<file path="config.mk">
export PLATFORM = sky130hd
export DESIGN_NAME = axi_hp_wr_arbiter_flat
export DESIGN_NICKNAME = d
export VERILOG_FILES = /design/src/rtl/axi_hp_wr_arbiter_if.sv /design/src/rtl/axi_hp_wr_arbiter.sv /design/src/flat_wrapper.sv
export SDC_FILE = /design/constraint.sdc
export NUM_CORES = 1
export LEC_CHECK = 0
export ABC_AREA = 1
export BUFFER_PORTS_ARGS = -buffer_cell sky130_fd_sc_hd__buf_4
export CORE_AREA = 2 2 209 211
export CTS_BUF_LIST = sky130_fd_sc_hd__clkbuf_8
export DETAILED_ROUTE_END_ITERATION = 12
export DIE_AREA = 0 0 211 213
export SLEW_MARGIN = 30
export SYNTH_ARGS = -nofsm -noshare
export SYNTH_HDL_FRONTEND = slang
export SYNTH_SLANG_ARGS = --single-unit
export TNS_END_PERCENT = 100
</file>
<file path="constraint.sdc">
create_clock -name clk -period 1.7 [get_ports clk]
set_input_delay 0.34 -clock clk [delete_from_list [all_inputs] [get_ports clk]]
set_output_delay 0.34 -clock clk [all_outputs]
set_load 0.01 [all_outputs]
</file>
<file path="src/rtl/axi_hp_wr_arbiter_if.sv">
// axi_hp_wr_arbiter_if: AXI3 write-channel bundle (AW/W/B) between the arbiter and the HP slave port
interface axi_hp_wr_arbiter_if #(
    parameter int DATA_W = 64,
    parameter int ADDR_W = 32
);
    logic [ADDR_W-1:0]   awaddr;
    logic [3:0]          awlen;
    logic [2:0]          awsize;
    logic [1:0]          awburst;
    logic                awvalid;
    logic                awready;
    logic [DATA_W-1:0]   wdata;
    logic [DATA_W/8-1:0] wstrb;
    logic                wlast;
    logic                wvalid;
    logic                wready;
    logic [1:0]          bresp;
    logic                bvalid;
    logic                bready;
    modport master (
        output awaddr, awlen, awsize, awburst, awvalid, wdata, wstrb, wlast, wvalid, bready,
        input  awready, wready, bresp, bvalid
    );
    modport slave (
        input  awaddr, awlen, awsize, awburst, awvalid, wdata, wstrb, wlast, wvalid, bready,
        output awready, wready, bresp, bvalid
    );
endinterface

</file>
<file path="src/rtl/axi_hp_wr_arbiter.sv">
// axi_hp_wr_arbiter: round-robin sharing of one AXI3 HP write port, one burst outstanding.
// Defining AXI_HP_ARB_STAT_EN adds per-requester accepted-beat counters (stat_beats, stat_clr).
module axi_hp_wr_arbiter #(
    parameter int N_REQ  = 4,
    parameter int DATA_W = 64,
    parameter int ADDR_W = 32
) (
    input  logic                      clk,
    input  logic                      rst,
    input  logic [N_REQ-1:0]          req,
    input  logic [N_REQ*ADDR_W-1:0]   req_addr,
    input  logic [N_REQ*4-1:0]        req_len,
    output logic [N_REQ-1:0]          gnt,
    input  logic [N_REQ*DATA_W-1:0]   src_wdata,
    input  logic [N_REQ-1:0]          src_wvalid,
    output logic [N_REQ-1:0]          src_wready,
    output logic [N_REQ-1:0]          done,
    output logic                      done_err,
`ifdef AXI_HP_ARB_STAT_EN
    input  logic                      stat_clr,
    output logic [N_REQ*32-1:0]       stat_beats,
`endif
    axi_hp_wr_arbiter_if.master       axi
);
    localparam int IW = N_REQ > 1 ? $clog2(N_REQ) : 1;
    typedef enum logic [1:0] {IDLE, AW, W, B} state_t;
    state_t state, state_nx;
    logic [IW-1:0] ptr, gidx, win;
    logic [IW:0] j;
    logic found, w_hs;
    logic [ADDR_W-1:0] awaddr_q;
    logic [3:0] awlen_q, cnt;
    // first requesting slot at or after ptr, wrapping
    always_comb begin
        win = '0;
        found = 1'b0;
        j = '0;
        for (int k = 0; k < N_REQ; k++) begin
            j = {1'b0, ptr} + (IW+1)'(k);
            if (j >= (IW+1)'(N_REQ)) j = j - (IW+1)'(N_REQ);
            if (!found && req[j[IW-1:0]]) begin
                win = j[IW-1:0];
                found = 1'b1;
            end
        end
    end
    assign w_hs         = state == W && axi.wvalid && axi.wready;
    assign axi.awaddr   = awaddr_q;
    assign axi.awlen    = awlen_q;
    assign axi.awsize   = 3'($clog2(DATA_W/8));
    assign axi.awburst  = 2'b01;
    assign axi.wstrb    = '1;
    always_comb begin
        state_nx    = state;
        axi.awvalid = state == AW;
        axi.wvalid  = state == W && src_wvalid[gidx];
        axi.wdata   = src_wdata[gidx*DATA_W +: DATA_W];
        axi.wlast   = state == W && cnt == awlen_q;
        axi.bready  = state == B;
        src_wready  = state == W && axi.wready ? gnt : '0;
        done        = state == B && axi.bvalid ? gnt : '0;
        done_err    = state == B && axi.bvalid && axi.bresp != 2'b00;
        case (state)
            IDLE: state_nx = found ? AW : IDLE;
            AW:   state_nx = axi.awready ? W : AW;
            W:    state_nx = w_hs && axi.wlast ? B : W;
            B:    state_nx = axi.bvalid ? IDLE : B;
        endcase
    end
    always_ff @(posedge clk or posedge rst) begin
        if (rst) begin
            state    <= IDLE;
            ptr      <= '0;
            gidx     <= '0;
            gnt      <= '0;
            awaddr_q <= '0;
            awlen_q  <= '0;
            cnt      <= '0;
        end else begin
            state <= state_nx;
            if (state == IDLE && found) begin
                gidx     <= win;
                gnt      <= N_REQ'(1) << win;
                awaddr_q <= req_addr[win*ADDR_W +: ADDR_W];
                awlen_q  <= req_len[win*4 +: 4];
            end
            if (state == AW && axi.awready) cnt <= '0;
            if (w_hs) cnt <= cnt + 1'b1;
            if (state == B && axi.bvalid) begin
                gnt <= '0;
                ptr <= gidx == IW'(N_REQ-1) ? '0 : gidx + 1'b1;
            end
        end
    end
`ifdef AXI_HP_ARB_STAT_EN
    logic [31:0] beats [N_REQ];
    always_ff @(posedge clk or posedge rst) begin
        for (int i = 0; i < N_REQ; i++) begin
            if (rst) beats[i] <= '0;
            else if (stat_clr) beats[i] <= '0;
            else if (w_hs && gidx == IW'(i) && beats[i] != '1) beats[i] <= beats[i] + 1'b1;
        end
    end
    for (genvar g = 0; g < N_REQ; g++) begin : g_stat
        assign stat_beats[g*32 +: 32] = beats[g];
    end
`endif
endmodule

</file>
<file path="src/flat_wrapper.sv">
// flat-port wrapper written by rule: the top's interface ports become plain ports
module axi_hp_wr_arbiter_flat 
#(
    parameter int N_REQ  = 4,
    parameter int DATA_W = 64,
    parameter int ADDR_W = 32
)
  (clk, rst, req, req_addr, req_len, gnt, src_wdata, src_wvalid, src_wready, done, done_err, axi_awaddr, axi_awlen, axi_awsize, axi_awburst, axi_awvalid, axi_wdata, axi_wstrb, axi_wlast, axi_wvalid, axi_bready, axi_awready, axi_wready, axi_bresp, axi_bvalid);
  axi_hp_wr_arbiter_if #(.DATA_W(DATA_W), .ADDR_W(ADDR_W)) axi_i ();
  input  logic clk;
  input  logic rst;
  input  logic [N_REQ-1:0] req;
  input  logic [N_REQ*ADDR_W-1:0] req_addr;
  input  logic [N_REQ*4-1:0] req_len;
  output logic [N_REQ-1:0] gnt;
  input  logic [N_REQ*DATA_W-1:0] src_wdata;
  input  logic [N_REQ-1:0] src_wvalid;
  output logic [N_REQ-1:0] src_wready;
  output logic [N_REQ-1:0] done;
  output logic done_err;
  output wire logic [$bits(axi_i.awaddr)-1:0] axi_awaddr;
  output wire logic [$bits(axi_i.awlen)-1:0] axi_awlen;
  output wire logic [$bits(axi_i.awsize)-1:0] axi_awsize;
  output wire logic [$bits(axi_i.awburst)-1:0] axi_awburst;
  output wire logic [$bits(axi_i.awvalid)-1:0] axi_awvalid;
  output wire logic [$bits(axi_i.wdata)-1:0] axi_wdata;
  output wire logic [$bits(axi_i.wstrb)-1:0] axi_wstrb;
  output wire logic [$bits(axi_i.wlast)-1:0] axi_wlast;
  output wire logic [$bits(axi_i.wvalid)-1:0] axi_wvalid;
  output wire logic [$bits(axi_i.bready)-1:0] axi_bready;
  input wire logic [$bits(axi_i.awready)-1:0] axi_awready;
  input wire logic [$bits(axi_i.wready)-1:0] axi_wready;
  input wire logic [$bits(axi_i.bresp)-1:0] axi_bresp;
  input wire logic [$bits(axi_i.bvalid)-1:0] axi_bvalid;
  assign axi_awaddr = axi_i.awaddr;
  assign axi_awlen = axi_i.awlen;
  assign axi_awsize = axi_i.awsize;
  assign axi_awburst = axi_i.awburst;
  assign axi_awvalid = axi_i.awvalid;
  assign axi_wdata = axi_i.wdata;
  assign axi_wstrb = axi_i.wstrb;
  assign axi_wlast = axi_i.wlast;
  assign axi_wvalid = axi_i.wvalid;
  assign axi_bready = axi_i.bready;
  assign axi_i.awready = axi_awready;
  assign axi_i.wready = axi_wready;
  assign axi_i.bresp = axi_bresp;
  assign axi_i.bvalid = axi_bvalid;
  axi_hp_wr_arbiter #(.N_REQ(N_REQ), .DATA_W(DATA_W), .ADDR_W(ADDR_W)) u_core (.clk(clk), .rst(rst), .req(req), .req_addr(req_addr), .req_len(req_len), .gnt(gnt), .src_wdata(src_wdata), .src_wvalid(src_wvalid), .src_wready(src_wready), .done(done), .done_err(done_err), .axi(axi_i));
endmodule
</file>
## Yosys cells after proc, flatten, opt, wreduce, memory -nomap -nowiden

Cells that the tools add are included.
Widths: inputs -> output; s select.

- Reductions and logical operators: 20
- Div/mod/pow operators: 0
- Bitwise operators: 0
- $add $sub $neg: 9
- Muxes and demuxes: 34
- Shift operators: 4
- $lt $le $gt $ge: 9
- $mul: 0
- Equality and inequality tests: 5

Operator list:

| operator | count |
|---|---|
| $shiftx 256x9->64 | 1 |
| $shiftx 128x8->32 | 1 |
| $mux 4 | 6 |
| $mux 2 | 11 |
| $shiftx 16x5->4 | 1 |
| $lt 2x3->1 const B | 5 |
| $logic_and 1x1->1 | 13 |
| $mux 1 | 11 |
| $bmux 1 s2 | 5 |
| $ge 3x3->1 const B | 3 |
| $pmux 2 s4 | 1 |
| $sub 2x1->2 const B | 4 |
| $add 2x2->3 const B | 2 |
| $eq 2x2->1 const B | 3 |
| $reduce_bool 2->1 | 3 |
| $add 4x1->4 const B | 1 |
| $eq 4x4->1 | 1 |
| $shl 1x2->4 const A | 1 |
| $add 2x1->3 const B | 1 |
| $ge 2x3->1 const B | 1 |
| $logic_not 1->1 | 3 |
| $add 2x1->2 const B | 1 |
| $eq 2x1->1 const B | 1 |
| $logic_not 2->1 | 1 |

- Word-level logic and storage cells: 88
- Bits in registers: 50
- Bits in read-only memories: 0
- Bits in writable memories: 0
- Output and inout bits: 130
- Memories: 0
- Latch bits: 0
- Input port bits: 415

## Longest topological paths before layout

Gate-level depths: netlist of run 1.

- Depth after elaboration: 17
- Mapped depth: 17
- Gate-level depth less buffers: 15

## Least setup slack after synthesis of run 1

OpenSTA, ideal clock, no wires.

- Kind: register -> output
- Start point: register u_core.gidx[0]
- End point: output port axi_wdata[0]
- Buffers on the path: 3
- Setup slack: -0.221 ns
- Arrival time: 1.581 ns
- Data required time: 1.360 ns
- Stages on the path, launching flop included: 7
- Cell sequence: dfrtp_1 > clkbuf_1 > inv_1 > clkbuf_1 > buf_1 > nor2_1 > o22ai_1

- Cells in the longest elaborated chain, start to end: 1

Ends and longest elaborated chain:

| element | RTL line | text |
|---|---|---|
| from (decl) | axi_hp_wr_arbiter.sv:28 | `logic [IW-1:0] ptr, gidx, win;` |
| from (signal assigned) | axi_hp_wr_arbiter.sv:82 | `gidx <= win;` |
| $shiftx 256x9->64 | axi_hp_wr_arbiter.sv:57 | `axi.wdata = src_wdata[gidx*DATA_W +: DATA_W];` |
| to (decl) | flat_wrapper.sv:26 | `output wire logic [$bits(axi_i.wdata)-1:0] axi_wdata;` |

No other way between the ends.

## Final worst setup path of run 1

- Start point: register u_core.gidx[0]
- End point: output port axi_wdata[10]

The elaborated chain is that of the path after synthesis.

==> metrics, run 1 <==
GR Overflow Total=0; DRT met1 WL=about 19 mm; DRC violation total after the first TritonRoute iteration=about 670; Syn. warnings=0; highest net fanout along the worst path=8; count of final hold-check violations=0; die span in x=approximately 210 microns; post-synthesis instance area=about 5700 sq um; result of the run=complete, but fails checks; total of hold buffers inserted after clock tree synthesis=0; kind of cell with the highest combined delay on the critical path=buffers and inverters; Total Routing Usage GR=0.197; IR drop worst, VDD=slightly above 0.8 mV; # DRC=0; CTS Root Buffer Type=sky130_fd_sc_hd__clkbuf_8; signal arrival time at the worst endpoint=between 1.5 and 2 ns; Met2 Wirelength=25.6 mm; post-synthesis mux area share=0; non-filler instance count after layout=2,226; worst setup path start=u_core.gidx[0]$_DFFE_PP0P_; skew final=roughly 0.016 ns; Final period util=1.25; clock tree from TritonCTS=yes; post-layout net count=2,087; number of flip-flops and latches in the synthesized netlist=50; CP Buf/Inv Count=5; final-report setup violation count=around 120; Synth cell types=29; vias per cell=about 4.5; final-report max-slew violation count=0; Setup crit end kind=primary output; Initial Utilization=0.134; routed wirelength normalized by instance count=around 23 microns; cell type with the highest occurrence count on the critical path=sky130_fd_sc_hd__buf_12; Avg Cell Area, Syn=~5.5 sq um; die footprint=between 40,000 and 50,000 sq um; via count of the first global-routing pass=about 9,700; DIE HEIGHT=213 microns; Most used DFF post-synth=sky130_fd_sc_hd__dfrtp_1; final critical path time including I/O delays and setup=roughly 2.1 ns; static leakage power=between 0.007 and 0.008 uW; Post-Route WL=~50 mm; standard-cell row count=76; count of boundary I/O pins=545; total CTS buffers=5; detailed-router iteration count before antenna repair=5; class of the worst hold path=primary input to async pin; simple-gate share of the synthesized area=0.460; count of clock tree sinks=50; antenna violation net count after detailed routing=0; Required @ worst endpoint=about 1.4 ns; Std-Cell Core Area=about 43,000 sq um; number of enable flip-flop cells after synthesis=0; antenna violations before repair=19; proportion of register bits with asynchronous set or reset after synthesis=1.00; share of cells above drive strength 1=0.631; placer's final routability congestion estimate=just over 1; clock edge transition at the registers on the reported setup and hold paths=0.11 ns; synthesized-area fraction occupied by ao, oa, aoi and oai cells=0.198; source of the worst register-to-register timing path=u_core.ptr[0]$_DFFE_PP0P_; Power Density=~2200 nW/um^2; worst hold margin=0.0705 ns; Synth Area in XOR/XNOR=0.00611; post-layout worst setup margin=-0.426 ns; wire length of the first global-routing pass=64.7 mm; vias after detailed routing=10,051; deepest clock path buffer count=2; Area Growth Syn to Fin=151%; pin count of the biggest net entering global routing=around 50; dpl hpwl=37.5 mm; failing checks=negative setup slack; max layer used=met5; overall power consumption=31,900 uW; unrepaired setup endpoints after global routing=yes; share of the yosys chip area belonging to registers=0.218; detailed route wirelength on metal3=3.93 mm; cell count after placement=~2,100; depth of the CTS H-tree=2; clock latency of the later-clocked register in the worst-skew pair=0.32 ns; Post-Syn Instances=between 1,000 and 1,500; main combinational cell family by area after synthesis=simple AND/OR/NAND/NOR gates; element type at the critical path start=flop; critical setup path kind=flop to primary output; cells along the critical path=buf_12, inv_16, buf_12, buf_16, nor2_2, o22ai_2, buf_4; arithmetic-cell share of the synthesized area counting full adders, half adders and majority gates=0.00436; Max stage delay on crit path=between 0.5 and 0.6 ns; total of max-cap violations=0; Achievable Freq=approximately 470 MHz; count of input and output buffers=about 530; cell with the largest stage delay on the worst path=sky130_fd_sc_hd__dfrtp_4
-- synth_stat cells, types with 3 or more instances --
master | instances | area (sq um)
sky130_fd_sc_hd__nand2_1 | 410 | 1540
sky130_fd_sc_hd__nor2_1 | 145 | 544
sky130_fd_sc_hd__o21ai_0 | 139 | 696
sky130_fd_sc_hd__nand3_1 | 82 | 410
sky130_fd_sc_hd__o22ai_1 | 67 | 419
sky130_fd_sc_hd__dfrtp_1 | 50 | 1250
sky130_fd_sc_hd__clkbuf_1 | 41 | 154
sky130_fd_sc_hd__inv_1 | 24 | 90.1
sky130_fd_sc_hd__buf_2 | 21 | 105
sky130_fd_sc_hd__buf_4 | 21 | 158
sky130_fd_sc_hd__buf_6 | 10 | 113
sky130_fd_sc_hd__nand2_2 | 5 | 31.3
sky130_fd_sc_hd__nand3_2 | 5 | 50.1
sky130_fd_sc_hd__inv_2 | 4 | 15.0
sky130_fd_sc_hd__xor2_1 | 3 | 26.3
-- layout make-up --
type                            instances  area, sq um
Fill cell                            4541        28300
Timing Repair inverter                  2         21.3
Timing Repair Buffer                  699         6610
Inverter                               29          164
Tap cell                              546          683
Clock buffer                            7         96.3
Sequential cell                        50         1260
Multi-Input combinational cell        883         5530
Clock inverter                          1         8.76
Antenna cell                            9         22.5
-- sequential cells by signal (all words and copies together), names as in the netlist --
| name | cells |
|---|---|
| u_core.axi.awaddr | 32 |
| u_core.axi.awlen | 4 |
| u_core.cnt | 4 |
| u_core.gidx | 2 |
| u_core.gnt | 4 |
| u_core.ptr | 2 |
| u_core.state | 2 |
-- logic make-up (layout without fill, tap and decap cells) --
group / after synthesis / after routing
AND/OR/NAND/NOR: 655 / 655
AO/OA/AOI/OAI: 209 / 209
buffers and inverters: 124 / 738
flip-flops: 50 / 50
XOR/XNOR: 4 / 4
adder cells (fa/ha/maj): 2 / 2
other: 2 / 22
-- worst paths after layout --
check	end	slack (ns)	cells after the start
worst max-delay path	axi_wdata[10]	-0.43	7
worst min-delay path	u_core.axi.awaddr[29]$_DFFE_PP0P_	0.07	3
worst max register to register	u_core.axi.awaddr[12]$_DFFE_PP0P_	-0.38	17
worst min register to register	u_core.axi.awaddr[11]$_DFFE_PP0P_	0.48	2
max in group asynchronous	u_core.gidx[0]$_DFFE_PP0P_	1.34	3
min in group clk	u_core.state[0]$_DFF_PP0_	0.27	2
-- per-stage QoR --
stage / util / worst slack, ns / instance area [sq um] / setup TNS (ns)
floorplan: - / -0.00554 / 6190 / -0.0133
CTS: 0.298 / -0.399 / 12700 / -36.71
global route: 0.337 / -0.518 / 14400 / -49.73
global placement: 0.263 / -0.414 / 11200 / -17.33
detailed placement: 0.263 / -0.457 / 11200 / -18.44
finish: 0.337 / -0.426 / 14400 / -39.71
-- placed cells by master (no fill, tap or decap), drive strengths merged --
cell type and instances:
nand2 416, dfrtp 50, nor2 146, ha 2, or2 2, nand3b 1
nand3 87, o31ai 1, xnor2 1, bufbuf 2, nand4 2, conb 13
o2111ai 1, inv 24, nor4 1, buf 678, diode 9, o21ai 140
o22ai 67, clkinv 7, clkbuf 26, clkinvlp 1, xor2 3
-- routing by layer --
metal	vias up	global-route usage
met5	-	0
met4	2	0.0675
met3	108	0.0443
met2	551	0.369
met1	4714	0.219
li1	4676	-
-- worst register-to-register path: cells and delay by family, from the launching register on --
family	cells	cell delay [ns]
AND/OR/NAND/NOR	14	1.06
flip-flops	1	0.48
buffers and inverters	3	0.45
-- timing repair --
| action | 4_1_cts | 5_1_grt |
|---|---|---|
| gates cloned | 18 | 25 |
| pin swaps | 39 | 96 |
| setup buffers | 18 | 23 |
| setup endpoints to repair | 121 | 122 |
| gates resized for setup | 305 | 278 |
-- power by group --
group / switching [uW] / total (uW) / internal [uW]
combinational: 15200 / 28900 / 13700
clock: 452 / 827 / 375
sequential: 429 / 2170 / 1740
total: 16100 / 31900 / 15800
Note: power is estimated with default switching activity, not from simulation.
==> inputs of run 2 (changes only) <==
--- a/config.mk
+++ b/config.mk
@@ -12,4 +12,5 @@
 export DETAILED_ROUTE_END_ITERATION = 12
 export DIE_AREA = 0 0 211 213
+export MAX_ROUTING_LAYER = met4
 export SLEW_MARGIN = 30
 export SYNTH_ARGS = -nofsm -noshare
==> constraint.sdc (replaced) <==
create_clock -name clk -period 1.7 [get_ports clk]
set_input_delay 0.085 -clock clk [delete_from_list [all_inputs] [get_ports clk]]
set_output_delay 0.085 -clock clk [all_outputs]
set_load 0.005 [all_outputs]
==> run 2 against run 1 <==
Compared with the run above:
- the flow still finishes with violations (negative setup slack)
- cell area is 2.0% lower
- sequential share of layout area is 0.19 points higher
- register-to-register slack hardly changed
- die area stayed put
- critical path depth is 10 higher
- cell count is 0.85% lower
- flip-flop and latch count stayed put
- fmax is 1.9% higher
- global-route usage hardly changed
- via count is 0.13% lower
- clock skew is 0.0023 ns lower
- critical path type is now flop to flop
==> metrics, run 2 (same netlist as run 1, synthesis figures left out) <==
placer's final routability congestion estimate=0.935 (-7.2%); skew final=0.0134 ns (-0.00227 ns); wire length of the first global-routing pass=62.9 mm (-2.7%); vias after detailed routing=10,038 (-0.13%); DRT met1 WL=18.9 mm (+2.1%); die footprint=44,900 sq um (unchanged); clock latency of the later-clocked register in the worst-skew pair=0.33 ns (about the same); total CTS buffers=5 (unchanged); clock edge transition at the registers on the reported setup and hold paths=0.11 ns (about the same); Power Density=2090 nW/um^2 (-5.7%); max layer used=met4; Std-Cell Core Area=42,700 sq um (unchanged); Met2 Wirelength=25.6 mm (about the same); Achievable Freq=479 MHz (+1.9%); via count of the first global-routing pass=9,619 (-0.91%); Setup crit end kind=flop; signal arrival time at the worst endpoint=2.31 ns (+0.52 ns); cells along the critical path=buf_6, nand2_2, nand2_2, nand2_1, nand2_1, nand2_2, nand2_2, nand2_2, nand3_4, buf_12, clkbuf_16, nand2_1, nand2_1, nand2_1, nand2_1, nand2_1, nand2_1; routed wirelength normalized by instance count=22.6 microns (-0.28%); sum of negative setup slack=-26.70 ns (+13.01 ns); pin count of the biggest net entering global routing=51 (unchanged); class of the worst hold path=primary input to flop; depth of the CTS H-tree=2 (unchanged); register-to-register setup slack=-0.39 ns (about the same); CP Buf/Inv Count=3 (-2); final critical path time including I/O delays and setup=2.09 ns (-0.0393 ns); most frequent cells in the layout=sky130_fd_sc_hd__buf_4, sky130_fd_sc_hd__nand2_1, sky130_fd_sc_hd__nand3_1; die span in x=211 microns (unchanged); Required @ worst endpoint=1.92 ns (+0.56 ns); Post-Route WL=49.9 mm (-1.1%); area taken by multi-input logic gates=5470 sq um (-1.2%); final-report setup violation count=112 (-7.4%); failing checks=negative setup slack; post-layout worst setup margin=-0.386 ns (+0.0393 ns); standard-cell row count=76 (unchanged); count of final hold-check violations=0 (unchanged); DIE HEIGHT=213 microns (unchanged); highest net fanout along the worst path=12 (+4); deepest clock path buffer count=2 (unchanged); Largest register FFs=32 (unchanged); cell type with the highest occurrence count on the critical path=sky130_fd_sc_hd__nand2_1; dpl hpwl=35.0 mm (-6.8%); kind of cell with the highest combined delay on the critical path=simple AND/OR/NAND/NOR gates; non-filler instance count after layout=2,207 (-0.85%); cell count after placement=2,107 (-1.4%); antenna violations before repair=13 (-6); count of input and output buffers=531 (unchanged); Initial Utilization=0.134 (unchanged); detailed-router iteration count before antenna repair=5 (unchanged); # DRC=0 (unchanged); element type at the critical path start=flop; most frequent standard cell in the layout excluding fill and tap cells=sky130_fd_sc_hd__buf_4; IR drop worst, VDD=1.06 mV (+30%); detailed route wirelength on metal3=3.11 mm (-21%); final-report max-slew violation count=0 (unchanged); static leakage power=0.00699 uW (-3.0%); count of clock tree sinks=50 (unchanged); count of boundary I/O pins=545 (unchanged); flip-flop and latch area=1260 sq um (about the same); share of cells above drive strength 1=0.588 (-0.0426); GR Overflow Total=0 (unchanged); Total Routing Usage GR=0.197 (-0.000231); unrepaired setup endpoints after global routing=yes; cell with the largest stage delay on the worst path=sky130_fd_sc_hd__dfrtp_2; CTS Root Buffer Type=sky130_fd_sc_hd__clkbuf_8; Final period util=1.23 (-0.0231); antenna violation net count after detailed routing=0 (unchanged); Area Growth Syn to Fin=146%; critical setup path kind=flop to flop; total of max-cap violations=0 (unchanged); post-layout net count=2,067 (-0.96%); vias per cell=4.55 (+0.73%); Max stage delay on crit path=0.46 ns (-0.05 ns); clock tree from TritonCTS=yes; result of the run=complete, but fails checks; fill cell total of the finished layout=4,568 (+0.59%); DRC violation total after the first TritonRoute iteration=682 (+2.1%)
-- run 2: changes by cell type in the layout (fill, tap and decap cells not counted), moves of 11 or more --
cell / previous run / this run
sky130_fd_sc_hd__nand2_4: 18 / 2
sky130_fd_sc_hd__o22ai_2: 53 / 42
sky130_fd_sc_hd__nand2_1: 319 / 392
sky130_fd_sc_hd__nand2_2: 77 / 21
sky130_fd_sc_hd__o22ai_1: 8 / 19
sky130_fd_sc_hd__o21ai_1: 51 / 35
sky130_fd_sc_hd__o21ai_4: 20 / 40
sky130_fd_sc_hd__buf_4: 578 / 553
sky130_fd_sc_hd__nor2_1: 74 / 60
sky130_fd_sc_hd__nor2_4: 28 / 47
-- run 2: what timing repair did --
item                                   CTS  global route
setup endpoints to repair              114           117
endpoints found under the hold margin   52             0
pin swaps                               26            82
setup buffers                           24            33
hold buffers                             2             0
gates resized for setup                111           490
gates cloned                            16            20
-- run 2: layout make-up --
class | count | share of cell area
flip-flops and latches | 50 | 0.0892
repair buffers | 681 | 0.456
inverters | 29 | 0.0102
clock buffers | 5 | 0.00488
clock inverters | 3 | 0.00266
well taps | 546 | 0.0484
diodes | 10 | 0.00177
multi-input cells | 883 | 0.387
-- run 2: worst register-to-register path, cell delays in order (launching register included) --
cell	delay, ns
sky130_fd_sc_hd__dfrtp_2	0.46
sky130_fd_sc_hd__buf_6	0.14
sky130_fd_sc_hd__nand2_2	0.06
sky130_fd_sc_hd__nand2_2	0.08
sky130_fd_sc_hd__nand2_1	0.08
sky130_fd_sc_hd__nand2_1	0.07
sky130_fd_sc_hd__nand2_2	0.11
sky130_fd_sc_hd__nand2_2	0.08
sky130_fd_sc_hd__nand2_2	0.09
sky130_fd_sc_hd__nand3_4	0.12
sky130_fd_sc_hd__buf_12	0.16
sky130_fd_sc_hd__clkbuf_16	0.16
sky130_fd_sc_hd__nand2_1	0.06
sky130_fd_sc_hd__nand2_1	0.05
sky130_fd_sc_hd__nand2_1	0.07
sky130_fd_sc_hd__nand2_1	0.07
sky130_fd_sc_hd__nand2_1	0.07
sky130_fd_sc_hd__nand2_1	0.05
-- run 2: layer usage --
metal,GRT usage,up-vias
met2,0.359,547
met3,0.0335,111
met1,0.217,4751
met5,-,-
met4,0.0678,0
li1,-,4629
-- run 2: path summary, 6_finish.rpt --
check,start,to,cells after the start
setup / recovery,u_core.ptr[0]$_DFFE_PP0P_,u_core.axi.awaddr[17]$_DFFE_PP0P_,17
hold / removal,axi_bvalid,u_core.state[1]$_DFF_PP0_,4
setup reg to reg,u_core.ptr[0]$_DFFE_PP0P_,u_core.axi.awaddr[17]$_DFFE_PP0P_,17
hold reg to reg,u_core.axi.awaddr[17]$_DFFE_PP0P_,u_core.axi.awaddr[17]$_DFFE_PP0P_,2
max in group asynchronous,rst,u_core.gidx[0]$_DFFE_PP0P_,4
min in group asynchronous,rst,u_core.axi.awaddr[23]$_DFFE_PP0P_,4
-- run 2: power by group --
part	switching [uW]	internal (uW)	total [uW]
Sequential	458	1750	2210
Combinational	13900	12500	26400
Clock	460	430	890
-- run 2: through the flow --
step / utilization / hold slack [ns] / worst slack [ns] / total power [uW] / area [sq um]
2_1_floorplan: - / 0.223 / 0.000428 / 11700 / 5870
3_3_place_gp: 0.250 / 0.165 / -0.347 / 18800 / 10700
3_5_place_dp: 0.250 / 0.174 / -0.404 / 18900 / 10700
4_1_cts: 0.276 / 0.0865 / -0.366 / 23500 / 11800
5_1_grt: 0.330 / 0.135 / -0.526 / 31500 / 14100
6_report: 0.331 / 0.122 / -0.386 / 29500 / 14100
